### src/rtl/one_bit_cpu_pkg.sv
// Shared types for the one-bit CPU run/step controller.
package one_bit_cpu_pkg;

  typedef enum logic [1:0] {
    S_STOP = 2'd0,
    S_RUN  = 2'd1,
    S_STEP = 2'd2,
    S_HALT = 2'd3
  } state_e;

  localparam int unsigned DEBOUNCE_CYCLES_DEF = 16;
  localparam int unsigned CNT_W_DEF           = 16;
  localparam int unsigned PC_W_DEF            = 4;

endpackage

### src/rtl/btn_debounce.sv
// Two-flop synchronizer, stability-count debouncer and a one-cycle pulse on each
// accepted press. Releases are debounced too but never produce a pulse.
module btn_debounce #(
  parameter int unsigned DEBOUNCE_CYCLES = 16
) (
  input  logic clk_i,
  input  logic rst_i,
  input  logic btn_i,
  output logic step_req_o
);

  localparam int unsigned CW = (DEBOUNCE_CYCLES > 1) ? $clog2(DEBOUNCE_CYCLES) : 1;
  localparam logic [CW-1:0] CNT_LAST = CW'(DEBOUNCE_CYCLES - 1);

  logic [1:0]    sync_q;
  logic          level_q;
  logic [CW-1:0] cnt_q;
  logic          req_q;
  logic          btn_s;

  assign btn_s      = sync_q[1];
  assign step_req_o = req_q;

  always_ff @(posedge clk_i) begin
    if (rst_i) begin
      sync_q  <= '0;
      level_q <= 1'b0;
      cnt_q   <= '0;
      req_q   <= 1'b0;
    end else begin
      sync_q <= {sync_q[0], btn_i};
      req_q  <= 1'b0;
      // Any cycle matching the accepted level restarts the stability window.
      if (btn_s == level_q) begin
        cnt_q <= '0;
      end else if (cnt_q == CNT_LAST) begin
        level_q <= btn_s;
        cnt_q   <= '0;
        req_q   <= btn_s;
      end else begin
        cnt_q <= cnt_q + CW'(1);
      end
    end
  end

endmodule

### src/rtl/cpu_step_ctrl.sv
// Run/step controller: turns clk_slow rising edges into one-cycle cpu_en pulses.
// Optional breakpoint stop in free run is enabled by defining CPU_STEP_BREAK_EN.
module cpu_step_ctrl
  import one_bit_cpu_pkg::*;
#(
  parameter int unsigned DEBOUNCE_CYCLES = DEBOUNCE_CYCLES_DEF,
  parameter int unsigned CNT_W           = CNT_W_DEF,
  parameter int unsigned PC_W            = PC_W_DEF
) (
  input  logic             clk_quick,
  input  logic             rst,
  input  logic             clk_slow,
  input  logic             sw_run,
  input  logic             btn_step,
  input  logic             cpu_halt,
  input  logic [PC_W-1:0]  pc,
  input  logic [PC_W-1:0]  bp_addr,
  output logic             cpu_en,
  output logic             running,
  output logic [CNT_W-1:0] step_count
);

  state_e           state_q;
  logic [1:0]       sw_sync_q;
  logic             clk_slow_q;
  logic             cpu_en_q;
  logic             running_q;
  logic [CNT_W-1:0] step_count_q;
  logic             sw_run_s;
  logic             tick;
  logic             step_req;
  logic             bp_hit;
  logic             cnt_full;

  btn_debounce #(
    .DEBOUNCE_CYCLES (DEBOUNCE_CYCLES)
  ) u_btn_debounce (
    .clk_i      (clk_quick),
    .rst_i      (rst),
    .btn_i      (btn_step),
    .step_req_o (step_req)
  );

`ifdef CPU_STEP_BREAK_EN
  assign bp_hit = (pc == bp_addr);
`else
  logic unused_bp;
  assign unused_bp = ^{pc, bp_addr};
  assign bp_hit    = 1'b0;
`endif

  assign sw_run_s   = sw_sync_q[1];
  assign tick       = clk_slow & ~clk_slow_q;
  assign cnt_full   = &step_count_q;
  assign cpu_en     = cpu_en_q;
  assign running    = running_q;
  assign step_count = step_count_q;

  // clk_slow_q resets high so a prescaler already high at release is not a tick.
  always_ff @(posedge clk_quick) begin
    if (rst) begin
      state_q      <= S_STOP;
      sw_sync_q    <= '0;
      clk_slow_q   <= 1'b1;
      cpu_en_q     <= 1'b0;
      running_q    <= 1'b0;
      step_count_q <= '0;
    end else begin
      sw_sync_q  <= {sw_sync_q[0], sw_run};
      clk_slow_q <= clk_slow;
      cpu_en_q   <= 1'b0;
      if (cpu_halt) begin
        state_q   <= S_HALT;
        running_q <= 1'b0;
      end else begin
        case (state_q)
          S_STOP: begin
            if (sw_run_s) begin
              state_q   <= S_RUN;
              running_q <= 1'b1;
            end else if (step_req) begin
              state_q <= S_STEP;
            end
          end
          S_RUN: begin
            if (!sw_run_s) begin
              state_q   <= S_STOP;
              running_q <= 1'b0;
            end else if (tick) begin
              if (bp_hit) begin
                state_q   <= S_STOP;
                running_q <= 1'b0;
              end else begin
                cpu_en_q <= 1'b1;
                if (!cnt_full) step_count_q <= step_count_q + CNT_W'(1);
              end
            end
          end
          S_STEP: begin
            if (tick) begin
              state_q  <= S_STOP;
              cpu_en_q <= 1'b1;
              if (!cnt_full) step_count_q <= step_count_q + CNT_W'(1);
            end
          end
          default: begin
            state_q <= S_HALT;
          end
        endcase
      end
    end
  end

endmodule

### config.mk
export PLATFORM = sky130hd
export DESIGN_NAME = cpu_step_ctrl
export DESIGN_NICKNAME = d
export VERILOG_FILES = /design/src/rtl/one_bit_cpu_pkg.sv /design/src/rtl/btn_debounce.sv /design/src/rtl/cpu_step_ctrl.sv
export SDC_FILE = /design/constraint.sdc
export NUM_CORES = 1
export LEC_CHECK = 0
export CORE_UTILIZATION = 30
export DETAILED_ROUTE_END_ITERATION = 8
export GPL_TIMING_DRIVEN = 0
export PLACE_DENSITY = 0.57
export SYNTH_ARGS = -nofsm -noshare
export SYNTH_HDL_FRONTEND = slang
export SYNTH_SLANG_ARGS = --single-unit
export TNS_END_PERCENT = 5
### constraint.sdc
create_clock -name clk_quick -period 2 [get_ports clk_quick]
set_clock_uncertainty 0.2 [all_clocks]
set_input_delay 0.6 -clock clk_quick [delete_from_list [all_inputs] [get_ports clk_quick]]
set_output_delay 0.6 -clock clk_quick [all_outputs]
set_load 0.01 [all_outputs]
==> results of run 1 <==
## final timing paths
path | start | endpoint | slack [ns] | cells past startpoint
max | cpu_halt | step_count[13] | 0.03 | 6
min | u_btn_debounce.sync_q[0] | u_btn_debounce.sync_q[1] | 0.24 | 1
max reg2reg | state_q[1] | step_count[13] | 0.05 | 6
min reg2reg | u_btn_debounce.sync_q[0] | u_btn_debounce.sync_q[1] | 0.24 | 1
## placed cells by master, fill, tap and decap left out, types with 5 or more instances in the layout
master | synthesis | final
sky130_fd_sc_hd__a21oi_1 | 15 | 12
sky130_fd_sc_hd__clkbuf_8 | 0 | 6
sky130_fd_sc_hd__dfxtp_1 | 31 | 19
sky130_fd_sc_hd__dfxtp_2 | 0 | 12
sky130_fd_sc_hd__dlygate4sd2_1 | 0 | 15
sky130_fd_sc_hd__inv_1 | 8 | 8
sky130_fd_sc_hd__nand2_1 | 8 | 7
sky130_fd_sc_hd__nor2_1 | 9 | 9
sky130_fd_sc_hd__nor2b_1 | 9 | 9
sky130_fd_sc_hd__o21ai_0 | 5 | 5
sky130_fd_sc_hd__o31ai_1 | 6 | 6
## timing repair
action / in CTS / in global routing
buffers inserted: 2 / 3
pin swaps: 3 / 7
gates resized for setup: 42 / 13
setup endpoints to repair: 42 / 19
## where the power goes
| group | internal [mW] | total [mW] | switching [mW] |
|---|---|---|---|
| sequential | 0.629 | 0.638 | 0.00852 |
| combinational | 0.0528 | 0.114 | 0.0613 |
| clock | 0.403 | 0.643 | 0.240 |
| total | 1.08 | 1.39 | 0.310 |
## routing by layer
| layer | routed length [um] | track usage, % | up-vias | share of wire (%) |
|---|---|---|---|---|
| met5 | 0 | 0 | - | 0 |
| met4 | 59 | 6.54 | 0 | 1.8 |
| met3 | 152 | 4.14 | 6 | 4.6 |
| met2 | 1410 | 20.7 | 32 | 43 |
| met1 | 1680 | 19.3 | 607 | 51 |
| li1 | - | - | 660 | - |
## logic make-up (layout without fill, tap and decap cells)
kind of cell	count (synthesis)	after routing	synth area share (%)
muxes	7	7	5.21
AOI/OAI and AO/OA	35	35	14.5
xor gates and xnor gates	3	3	1.74
buffers and inverters	13	49	4.21
and+or+nand+nor	64	64	29.2
DFF	31	31	41.0
adders and majority gates	5	5	4.13
## final cells by class
| class | count | area, um^2 |
|---|---|---|
| sequential | 31 | 636 |
| buffer | 5 | 37.5 |
| fill | 481 | 2720 |
| tap | 67 | 83.8 |
| inverter | 8 | 30.0 |
| clock buffer | 6 | 82.6 |
| clock inverter | 2 | 35.0 |
| multi-input combinational | 114 | 900 |
| timing repair buffer | 28 | 258 |
## synthesized netlist by cell type, drive strengths merged (4+ instances only)
| cell | n | share of area (%) |
|---|---|---|
| a21oi | 15 | 5.0 |
| dfxtp | 31 | 41 |
| ha | 5 | 4.1 |
| inv | 8 | 2.0 |
| mux2 | 4 | 3.2 |
| nand2 | 8 | 2.0 |
| nand3 | 6 | 2.3 |
| nand4 | 5 | 3.1 |
| nor2 | 9 | 2.2 |
| nor2b | 9 | 3.7 |
| o21ai | 5 | 1.7 |
| o31ai | 6 | 3.0 |
| or4 | 7 | 3.5 |
## stage by stage
stage          TNS (ns)  util [%]
2_1_floorplan         0         -
3_3_place_gp     -15.07      38.3
3_5_place_dp     -14.66      38.3
4_1_cts        -0.00674      42.1
5_1_grt         -0.0745      43.1
6_report              0      43.1
## registers in the layout, indices dropped and copies added, names as in the netlist
| name | cells |
|---|---|
| clk_slow_q | 1 |
| u_btn_debounce.step_req_o | 1 |
| cpu_en | 1 |
| sw_sync_q | 2 |
| step_count | 16 |
| u_btn_debounce.level_q | 1 |
| running | 1 |
| u_btn_debounce.sync_q | 2 |
| state_q | 2 |
| u_btn_debounce.cnt_q | 4 |
## worst register-to-register path, cell delays in order, from the launching register on
cell                      delay [ns]
sky130_fd_sc_hd__dfxtp_2        0.34
sky130_fd_sc_hd__inv_1          0.06
sky130_fd_sc_hd__ha_2           0.20
sky130_fd_sc_hd__mux2_4         0.28
sky130_fd_sc_hd__nand3_4        0.13
sky130_fd_sc_hd__nor4b_4        0.28
sky130_fd_sc_hd__mux2_2         0.35
==> impl_summary.txt, run 1 <==
----------------------------------------------------
[Status]
  Outcome ... completed

[Layout]
  Diode count ... 0
  Area growth, synth to finish ... 36.2%
  Final layout net count ... 212
  Final cell count without fillers ... 261
  Layout cell share with drive strength beyond 1 ... 28.4%
  Post-route cell area ... 2060 um^2

[Place]
  Pre-CTS setup slack ... -0.716 ns
  Buffers on Ports ... 23
  Post-place instance area ... 1830 um^2
  Number of placed instances, taps included ... 248
  Post-DP HPWL ... 2210 um
  Placer's final routability congestion estimate ... 0.719

[Critical path]
  Crit path max fanout ... 4
  Crit. End Element ... register
  Worst Path Buf+Inv ... 2
  Series of cell instances along the critical path ... clkdlybuf4s15_2 -> nor3b_4 -> buf_6 -> nand3_4 -> nor4b_4 -> mux2_2
  CP Class ... input port to register
  CP Launch Type ... input port
  Top cell family by delay on the critical path ... simple AND/OR/NAND/NOR gates
  Crit path required time ... 1.98 ns
  Slowest cell delay on critical path ... 0.35 ns
  CP arrival ... 1.94 ns
  Slowest cell on crit path ... sky130_fd_sc_hd__mux2_2

[Global route]
  Wire length of the first global-routing pass ... 5710 um
  Antenna violations before repair ... 0
  Via count of the first global-routing pass ... 1,247
  Maximum number of pins on one net before global-route repair ... 11
  Aggregate global-route resource usage ... 14.2%
  Congestion Overflow GR ... 0

[Run]
  Count of maximum capacitance violations ... 0

[CTS]
  Clk buf depth ... 2
  Register clock-pin slew on the reported worst setup and hold paths ... 0.06 ns
  Clk sinks ... 31
  Number of buffers added by the clock tree synthesis step ... 5
  Library cell used as clock root buffer ... sky130_fd_sc_hd__clkbuf_8
  Hold-fix buffer count after cts ... 0
  CTS tree ... built
  Clk_lat worst skew ... 0.29 ns
  H-Tree Level Count ... 2

[STA]
  Relative max-transition margin ... 69.0%
  Shortest clock period the worst path allows after layout ... 1.97 ns
  Max-slew violation count ... 0
  Unrepaired setup endpoints after global routing ... yes
  Transition time at the pin with the least slew margin ... 0.465 ns
  Post-route clock period utilization ... 98.3%
  Max Fclk ... 0.508 GHz
  Min Hold Slack ... 0.236 ns
  Setup ws final ... 0.0330 ns
  Setup-violating endpoint count in the final report ... 0
  Number of hold violations in the final report ... 0

[Floorplanning]
  Y dimension of the die ... 73.0 um
  Die Outline Area ... 5330 um^2
  FP Rows ... 25
  Initial core utilization ... 31.6%
  Core ar. ... 4790 um^2
  Ports placed on the boundary ... 32
  Die width ... 73.0 um

[Route]
  Number of detailed-routing iterations run before antenna repair ... 4
  DRC violations left ... 0
  Total Wirelength ... 3300 um
  Routed length per instance ... 12.7 um
  Count of vias placed by the detailed router ... 1,305
  Via-to-Cell Ratio ... 5.00
  Initial detailed-routing violation count ... 62
  Final ANT Viol Nets ... 0

[Synthesis]
  Number of enable flip-flop cells after synthesis ... 0
  Synthesized area per cell ... 9.58 um^2
  Netlist cell types ... 40
  Async set-reset flop share out of synthesis ... 0%
  Sequential share of the synthesized area ... 41.0%
  Leading register cell type out of synthesis ... sky130_fd_sc_hd__dfxtp_1
  Number of warnings reported in the yosys synthesis log ... 0
  Cells after synthesis ... 158
  Flip-flop and latch count after synthesis ... 31
  Net Count, Synth ... 177
  Netlist Area Pre-Place ... 1510 um^2

[Power]
  Power per Cell Area ... 676 nW/um^2
  Worst VDD drop ... 0.000305 V
  Overall power after layout ... 1.39 mW
  Leakage power total ... 0.859 nW

[Min path]
  Worst hold-check path type ... register to register

----------------------------------------------------
(Power assumes the default switching activity.)
==> inputs of run 2 (changes only) <==
SKIP_LAST_GASP = 1   (was default)
==> impl_summary.txt, run 2 (same netlist as run 1, synthesis figures left out) <==
----------------------------------------------------
[Critical path]
  Worst Path Buf+Inv ... 1 (-1)
  Crit. End Element ... output pin
  CP arrival ... 1.27 ns (-0.67 ns)
  CP Launch Type ... register
  Series of cell instances along the critical path ... clkdlybuf4s50_1
  Top cell family by delay on the critical path ... buffers and inverters
  Slowest cell delay on critical path ... 0.57 ns (+0.22 ns)
  CP Class ... register to output pin
  Crit path max fanout ... 5 (+1)
  Crit path required time ... 1.20 ns (-0.78 ns)
  Register-to-register path setup slack ... 0.02 ns (-0.03 ns)
  Slowest cell on crit path ... sky130_fd_sc_hd__clkdlybuf4s50_1

[Route]
  DRC violations left ... 0 (unchanged)
  Initial detailed-routing violation count ... 61 (-1.6%)
  Number of detailed-routing iterations run before antenna repair ... 4 (unchanged)
  Total Wirelength ... 3310 um (+0.15%)
  Via-to-Cell Ratio ... 4.93 (-1.3%)
  Count of vias placed by the detailed router ... 1,288 (-1.3%)
  Routed length per instance ... 12.7 um (+0.15%)
  Final ANT Viol Nets ... 0 (unchanged)

[Layout]
  Flip-flop count of the largest register after layout ... 16 (unchanged)
  Diode count ... 0 (unchanged)
  Area growth, synth to finish ... 37.5%
  Most used cells in the layout excluding fill and tap cells ... 22 x sky130_fd_sc_hd__dfxtp_1, 19 x sky130_fd_sc_hd__clkdlybuf4s50_1, 12 x sky130_fd_sc_hd__a21oi_1
  Final layout net count ... 212 (unchanged)
  Share of the core filled with cells in the final layout ... 43.5% (+0.42 points)
  Area taken by flip-flops and latches ... 632 um^2 (-0.59%)
  Final cell count without fillers ... 261 (unchanged)
  Commonest non-fill, non-tap cell in the layout ... sky130_fd_sc_hd__dfxtp_1
  Layout cell share with drive strength beyond 1 ... 26.3% (-2.1 points)
  Area used by multi-input combinational logic ... 907 um^2 (+0.83%)
  Fillers ... 484 (+0.62%)

[STA]
  Post-route clock period utilization ... 103% (+5.1 points)
  Max Fclk ... 0.483 GHz (-4.9%)
  Shortest clock period the worst path allows after layout ... 2.07 ns (+0.102 ns)
  Unrepaired setup endpoints after global routing ... yes
  Number of hold violations in the final report ... 0 (unchanged)
  Transition time at the pin with the least slew margin ... 0.458 ns (-0.00715 ns)
  Setup-violating endpoint count in the final report ... 17 (+17)
  Relative max-transition margin ... 69.5% (+0.48 points)
  Max-slew violation count ... 0 (unchanged)
  Setup ws final ... -0.0689 ns (-0.102 ns)
  Min Hold Slack ... 0.236 ns (+0.0000310 ns)

[CTS]
  CTS tree ... built
  Library cell used as clock root buffer ... sky130_fd_sc_hd__clkbuf_8
  Register clock-pin slew on the reported worst setup and hold paths ... 0.06 ns (about the same)
  Clk buf depth ... 2 (unchanged)
  H-Tree Level Count ... 2 (unchanged)
  Clk_lat worst skew ... 0.29 ns (about the same)
  Clk sinks ... 31 (unchanged)
  Number of buffers added by the clock tree synthesis step ... 5 (unchanged)
  Hold-fix buffer count after cts ... 0 (unchanged)

[Place]
  Post-DP HPWL ... 2210 um (unchanged)
  Number of placed instances, taps included ... 248 (unchanged)
  Buffers on Ports ... 23 (unchanged)
  Placer's final routability congestion estimate ... 0.719 (unchanged)
  Pre-CTS setup slack ... -0.716 ns (unchanged)

[Floorplanning]
  Die width ... 73.0 um (unchanged)
  Initial core utilization ... 31.6% (unchanged)
  Core ar. ... 4790 um^2 (unchanged)
  Y dimension of the die ... 73.0 um (unchanged)
  FP Rows ... 25 (unchanged)
  Die Outline Area ... 5330 um^2 (unchanged)
  Ports placed on the boundary ... 32 (unchanged)

[Global route]
  Aggregate global-route resource usage ... 14.3% (+0.058 points)
  Via count of the first global-routing pass ... 1,248 (+0.080%)
  Wire length of the first global-routing pass ... 5730 um (+0.47%)
  Maximum number of pins on one net before global-route repair ... 11 (unchanged)
  Congestion Overflow GR ... 0 (unchanged)
  Antenna violations before repair ... 0 (unchanged)

[Power]
  Leakage power total ... 0.773 nW (-10%)
  Worst VDD drop ... 0.000304 V (-0.56%)
  Overall power after layout ... 1.39 mW (about the same)
  Power per Cell Area ... 670 nW/um^2 (-0.99%)

[Min path]
  Worst hold-check path type ... register to register

[Status]
  Outcome ... complete, but fails checks
  Failing checks ... negative setup slack

[Run]
  Count of maximum capacitance violations ... 0 (unchanged)

----------------------------------------------------
## run 2: repair_timing
| action | 4_1_cts | 5_1_grt |
|---|---|---|
| pin swaps | 3 | 6 |
| buffers inserted | 2 | 3 |
| endpoints found under the setup margin | 42 | 42 |
| resized for setup | 19 | 16 |
## run 2: cell type report
type,count,area share (%)
multi-input combinational,114,43.6
tap,67,4.03
inverter,8,1.44
buffer,5,1.80
clock buffer,6,3.97
sequential,31,30.3
timing repair buffer,28,13.2
clock inverter,2,1.68
## run 2: routing by layer
layer  share of wire, %  up-vias  track usage, %
met5                  0        -               0
met2                 43       24            20.7
li1                   -      658               -
met4                1.8        0            6.54
met1                 51      599            19.4
met3                3.7        7            4.14
## run 2: through the flow
stage / area, um^2 / TNS (ns)
2_1_floorplan: 1520 / 0
3_3_place_gp: 1830 / -15.07
3_5_place_dp: 1830 / -14.66
4_1_cts: 2020 / -1.03
5_1_grt: 2080 / -1.72
6_report: 2080 / -0.386
## run 2: where the power goes
group / switching [mW] / internal (mW) / total [mW] / leakage, nW
Sequential: 0.00862 / 0.629 / 0.637 / 0.256
Combinational: 0.0615 / 0.0529 / 0.114 / 0.456
Clock: 0.240 / 0.403 / 0.642 / 0.0612
## run 2: final timing paths
path	from	endpoint	cells after the start
max reg2reg	state_q[1]	step_count[13]	6
min	u_btn_debounce.sync_q[0]	u_btn_debounce.sync_q[1]	1
min reg2reg	u_btn_debounce.sync_q[0]	u_btn_debounce.sync_q[1]	1
max	step_count[10]	step_count[10]	1
## run 2: worst register-to-register path, cell delays in order, from the launching register on
cell and delay (ns):
sky130_fd_sc_hd__dfxtp_1 0.35, sky130_fd_sc_hd__inv_1 0.07, sky130_fd_sc_hd__ha_2 0.20, sky130_fd_sc_hd__mux2_4 0.28, sky130_fd_sc_hd__nand3_4 0.13, sky130_fd_sc_hd__nor4b_4 0.28
sky130_fd_sc_hd__mux2_2 0.35
==> inputs of run 3 (changes only) <==
ABC_AREA = 1   (was default)
CORE_MARGIN = 3   (was default)
PLACE_DENSITY = 0.56   (was 0.57)
==> impl_summary.txt, run 3 <==
----------------------------------------------------
[Synthesis]
  Flip-flop and latch count after synthesis ... 31 (unchanged)
  Area share of the largest cell type after synthesis ... 38.1% (-2.9 points)
  Net Count, Synth ... 267 (+51%)
  Number of warnings reported in the yosys synthesis log ... 0 (unchanged)
  Cell types with the largest area share after synthesis ... sky130_fd_sc_hd__dfxtp_1 38%, sky130_fd_sc_hd__nand2_1 15%, sky130_fd_sc_hd__nor2_1 11%, sky130_fd_sc_hd__inv_1 8.1%, sky130_fd_sc_hd__nand3_1 6.4%
  Async set-reset flop share out of synthesis ... 0% (unchanged)
  Netlist cell types ... 25 (-38%)
  Synthesized area per cell ... 6.57 um^2 (-31%)
  Sequential share of the synthesized area ... 38.1% (-2.9 points)
  Most common library cells after synthesis ... 66 x sky130_fd_sc_hd__nand2_1, 49 x sky130_fd_sc_hd__nor2_1, 35 x sky130_fd_sc_hd__inv_1, 31 x sky130_fd_sc_hd__dfxtp_1, 21 x sky130_fd_sc_hd__nand3_1
  Netlist Area Pre-Place ... 1630 um^2 (+7.7%)
  Cells after synthesis ... 248 (+57%)
  Number of enable flip-flop cells after synthesis ... 0 (unchanged)
  Library cell with the largest summed area after synthesis ... sky130_fd_sc_hd__dfxtp_1
  Most frequent cell after synthesis ... sky130_fd_sc_hd__nand2_1
  Leading register cell type out of synthesis ... sky130_fd_sc_hd__dfxtp_1

[STA]
  Max-slew violation count ... 0 (unchanged)
  Shortest clock period the worst path allows after layout ... 2.04 ns (-0.0319 ns)
  Max Fclk ... 0.491 GHz (+1.6%)
  Transition time at the pin with the least slew margin ... 0.426 ns (-0.0315 ns)
  Relative max-transition margin ... 71.6% (+2.1 points)
  Min Hold Slack ... 0.205 ns (-0.0309 ns)
  Number of hold violations in the final report ... 0 (unchanged)
  Setup ws final ... -0.0370 ns (+0.0319 ns)
  Setup-violating endpoint count in the final report ... 12 (-5)
  Post-route clock period utilization ... 102% (-1.6 points)
  Unrepaired setup endpoints after global routing ... yes

[CTS]
  Clk buf depth ... 2 (unchanged)
  Register clock-pin slew on the reported worst setup and hold paths ... 0.07 ns (about the same)
  Clk_lat worst skew ... 0.28 ns (about the same)
  Hold-fix buffer count after cts ... 0 (unchanged)
  H-Tree Level Count ... 2 (unchanged)
  Clk sinks ... 31 (unchanged)
  Library cell used as clock root buffer ... sky130_fd_sc_hd__clkbuf_8
  CTS tree ... built
  Number of buffers added by the clock tree synthesis step ... 5 (unchanged)

[Layout]
  Fillers ... 552 (+14%)
  Area growth, synth to finish ... 27.1%
  Commonest non-fill, non-tap cell in the layout ... sky130_fd_sc_hd__nand2_1
  Post-route cell area ... 2070 um^2 (-0.48%)
  Flip-flop count of the largest register after layout ... 16 (unchanged)
  Share of the core filled with cells in the final layout ... 40.1% (-3.4 points)
  Final layout net count ... 296 (+40%)
  Area taken by flip-flops and latches ... 631 um^2 (-0.20%)
  Area used by multi-input combinational logic ... 838 um^2 (-7.6%)
  Most used cells in the layout excluding fill and tap cells ... 65 x sky130_fd_sc_hd__nand2_1, 48 x sky130_fd_sc_hd__nor2_1, 34 x sky130_fd_sc_hd__inv_1
  Diode count ... 0 (unchanged)
  Layout cell share with drive strength beyond 1 ... 13.3% (-13 points)

[Floorplanning]
  Initial core utilization ... 31.5% (-0.11 points)
  Die width ... 79.7 um (+9.1%)
  Core ar. ... 5170 um^2 (+8.1%)
  Y dimension of the die ... 79.7 um (+9.1%)
  FP Rows ... 26 (+4.0%)
  Die Outline Area ... 6360 um^2 (+19%)
  Ports placed on the boundary ... 32 (unchanged)

[Run]
  Count of maximum capacitance violations ... 0 (unchanged)

[Global route]
  Antenna violations before repair ... 0 (unchanged)
  Via count of the first global-routing pass ... 1,342 (+7.5%)
  Congestion Overflow GR ... 0 (unchanged)
  Wire length of the first global-routing pass ... 5960 um (+4.0%)
  Maximum number of pins on one net before global-route repair ... 11 (unchanged)
  Aggregate global-route resource usage ... 12.0% (-2.3 points)

[Critical path]
  Worst Path Buf+Inv ... 1 (unchanged)
  Crit. End Element ... output pin
  R2r startpoint ... step_count[0]
  Slowest cell delay on critical path ... 0.56 ns (about the same)
  CP Launch Type ... register
  Series of cell instances along the critical path ... clkdlybuf4s50_1
  Slowest cell on crit path ... sky130_fd_sc_hd__clkdlybuf4s50_1
  CP arrival ... 1.24 ns (-0.03 ns)
  Top cell family by delay on the critical path ... buffers and inverters
  Critical Path Sink ... step_count[7]
  Critical Path Source ... step_count[7]
  Crit Reg-Reg Endpoint ... step_count[14]
  Register-to-register path setup slack ... 0.24 ns (+0.22 ns)
  Crit path required time ... 1.20 ns (about the same)
  CP Class ... register to output pin
  Number of logic stages on the critical path including buffering ... 1 (unchanged)
  Worst reg-to-reg path cell count ... 11 (+5)
  Crit path max fanout ... 4 (-1)

[Route]
  Total Wirelength ... 3340 um (+0.85%)
  Number of detailed-routing iterations run before antenna repair ... 4 (unchanged)
  Count of vias placed by the detailed router ... 1,458 (+13%)
  Final ANT Viol Nets ... 0 (unchanged)
  Via-to-Cell Ratio ... 4.19 (-15%)
  Initial detailed-routing violation count ... 74 (+21%)
  Routed length per instance ... 9.59 um (-24%)
  DRC violations left ... 0 (unchanged)

[Place]
  Post-place instance area ... 1940 um^2 (+5.7%)
  Post-DP HPWL ... 2540 um (+15%)
  Placer's final routability congestion estimate ... 0.797 (+11%)
  Buffers on Ports ... 22 (-4.3%)

[Status]
  Failing checks ... negative setup slack
  Outcome ... complete, but fails checks

[Power]
  Worst VDD drop ... 0.000331 V (+8.8%)
  Leakage power total ... 0.904 nW (+17%)
  Overall power after layout ... 1.47 mW (+5.2%)
  Power per Cell Area ... 708 nW/um^2 (+5.7%)

[Min path]
  Worst hold-check path type ... register to register

----------------------------------------------------
==> run 3: cell types whose count changed after synthesis, moves of 7 or more <==
cell and change:
sky130_fd_sc_hd__nand2_1 +58, sky130_fd_sc_hd__nor2_1 +40, sky130_fd_sc_hd__inv_1 +27, sky130_fd_sc_hd__nand3_1 +16, sky130_fd_sc_hd__a21oi_1 -9, sky130_fd_sc_hd__nor2b_1 -9
sky130_fd_sc_hd__or4_1 -7
==> run 3: cells by family (layout without fill, tap and decap cells) <==
kind of cell | Yosys count | after routing | synth area share, %
AOI/OAI and AO/OA | 10 | 10 | 3.61
xor gates and xnor gates | 5 | 5 | 2.69
adders and majority gates | 5 | 5 | 3.84
buffers and inverters | 42 | 72 | 10.8
DFF | 31 | 31 | 38.1
and+or+nand+nor | 155 | 155 | 41.0
==> run 3: report_power, final <==
| group | total (mW) | leakage (nW) | internal [mW] | switching [mW] |
|---|---|---|---|---|
| Combinational | 0.180 | 0.587 | 0.0747 | 0.105 |
| Sequential | 0.645 | 0.256 | 0.634 | 0.0108 |
| Clock | 0.641 | 0.0612 | 0.403 | 0.239 |
| Total | 1.47 | 0.904 | 1.11 | 0.354 |
==> run 3: worst min path at each step <==
stage / from / endpoint / slack (ns) / cells after the start
6_report: u_btn_debounce.sync_q[0] / u_btn_debounce.sync_q[1] / 0.21 / 2
2_1_floorplan: sw_sync_q[0] / sw_sync_q[1] / 0.19 / 2
3_3_place_gp: u_btn_debounce.sync_q[0] / u_btn_debounce.sync_q[1] / 0.19 / 2
4_1_cts: u_btn_debounce.sync_q[0] / u_btn_debounce.sync_q[1] / 0.21 / 2
5_1_grt: u_btn_debounce.sync_q[0] / u_btn_debounce.sync_q[1] / 0.22 / 2
3_5_place_dp: u_btn_debounce.sync_q[0] / u_btn_debounce.sync_q[1] / 0.20 / 2
==> run 3: metal layers <==
layer	track usage (%)	routed length [um]	vias up
met2	17.7	1340	34
met4	4.64	60	0
met3	4.06	189	6
met1	15.9	1750	606
li1	-	-	812
met5	0	0	-
==> run 3: metrics by stage <==
stage | cells | setup slack (ns) | TNS [ns]
2_1_floorplan | 248 | 0.303 | 0
3_3_place_gp | 340 | -0.408 | -4.29
3_5_place_dp | 340 | -0.398 | -4.06
4_1_cts | 348 | -0.0576 | -0.478
5_1_grt | 348 | -0.0936 | -0.985
6_report | 348 | -0.0370 | -0.205
==> run 3: repair_timing <==
| item | 4_1_cts | 5_1_grt |
|---|---|---|
| buffers inserted | 0 | 0 |
| gates cloned | 0 | 0 |
| gates resized for setup | 10 | 3 |
| endpoints found under the setup margin | 20 | 22 |
==> run 3: final cells by class <==
type	count	share of cell area, %
Multi-Input combinational cell	175	40.5
Inverter	37	6.70
Buffer	5	1.81
Tap cell	70	4.23
Clock inverter	2	1.69
Clock buffer	6	3.99
Sequential cell	31	30.4
Timing Repair Buffer	22	10.7
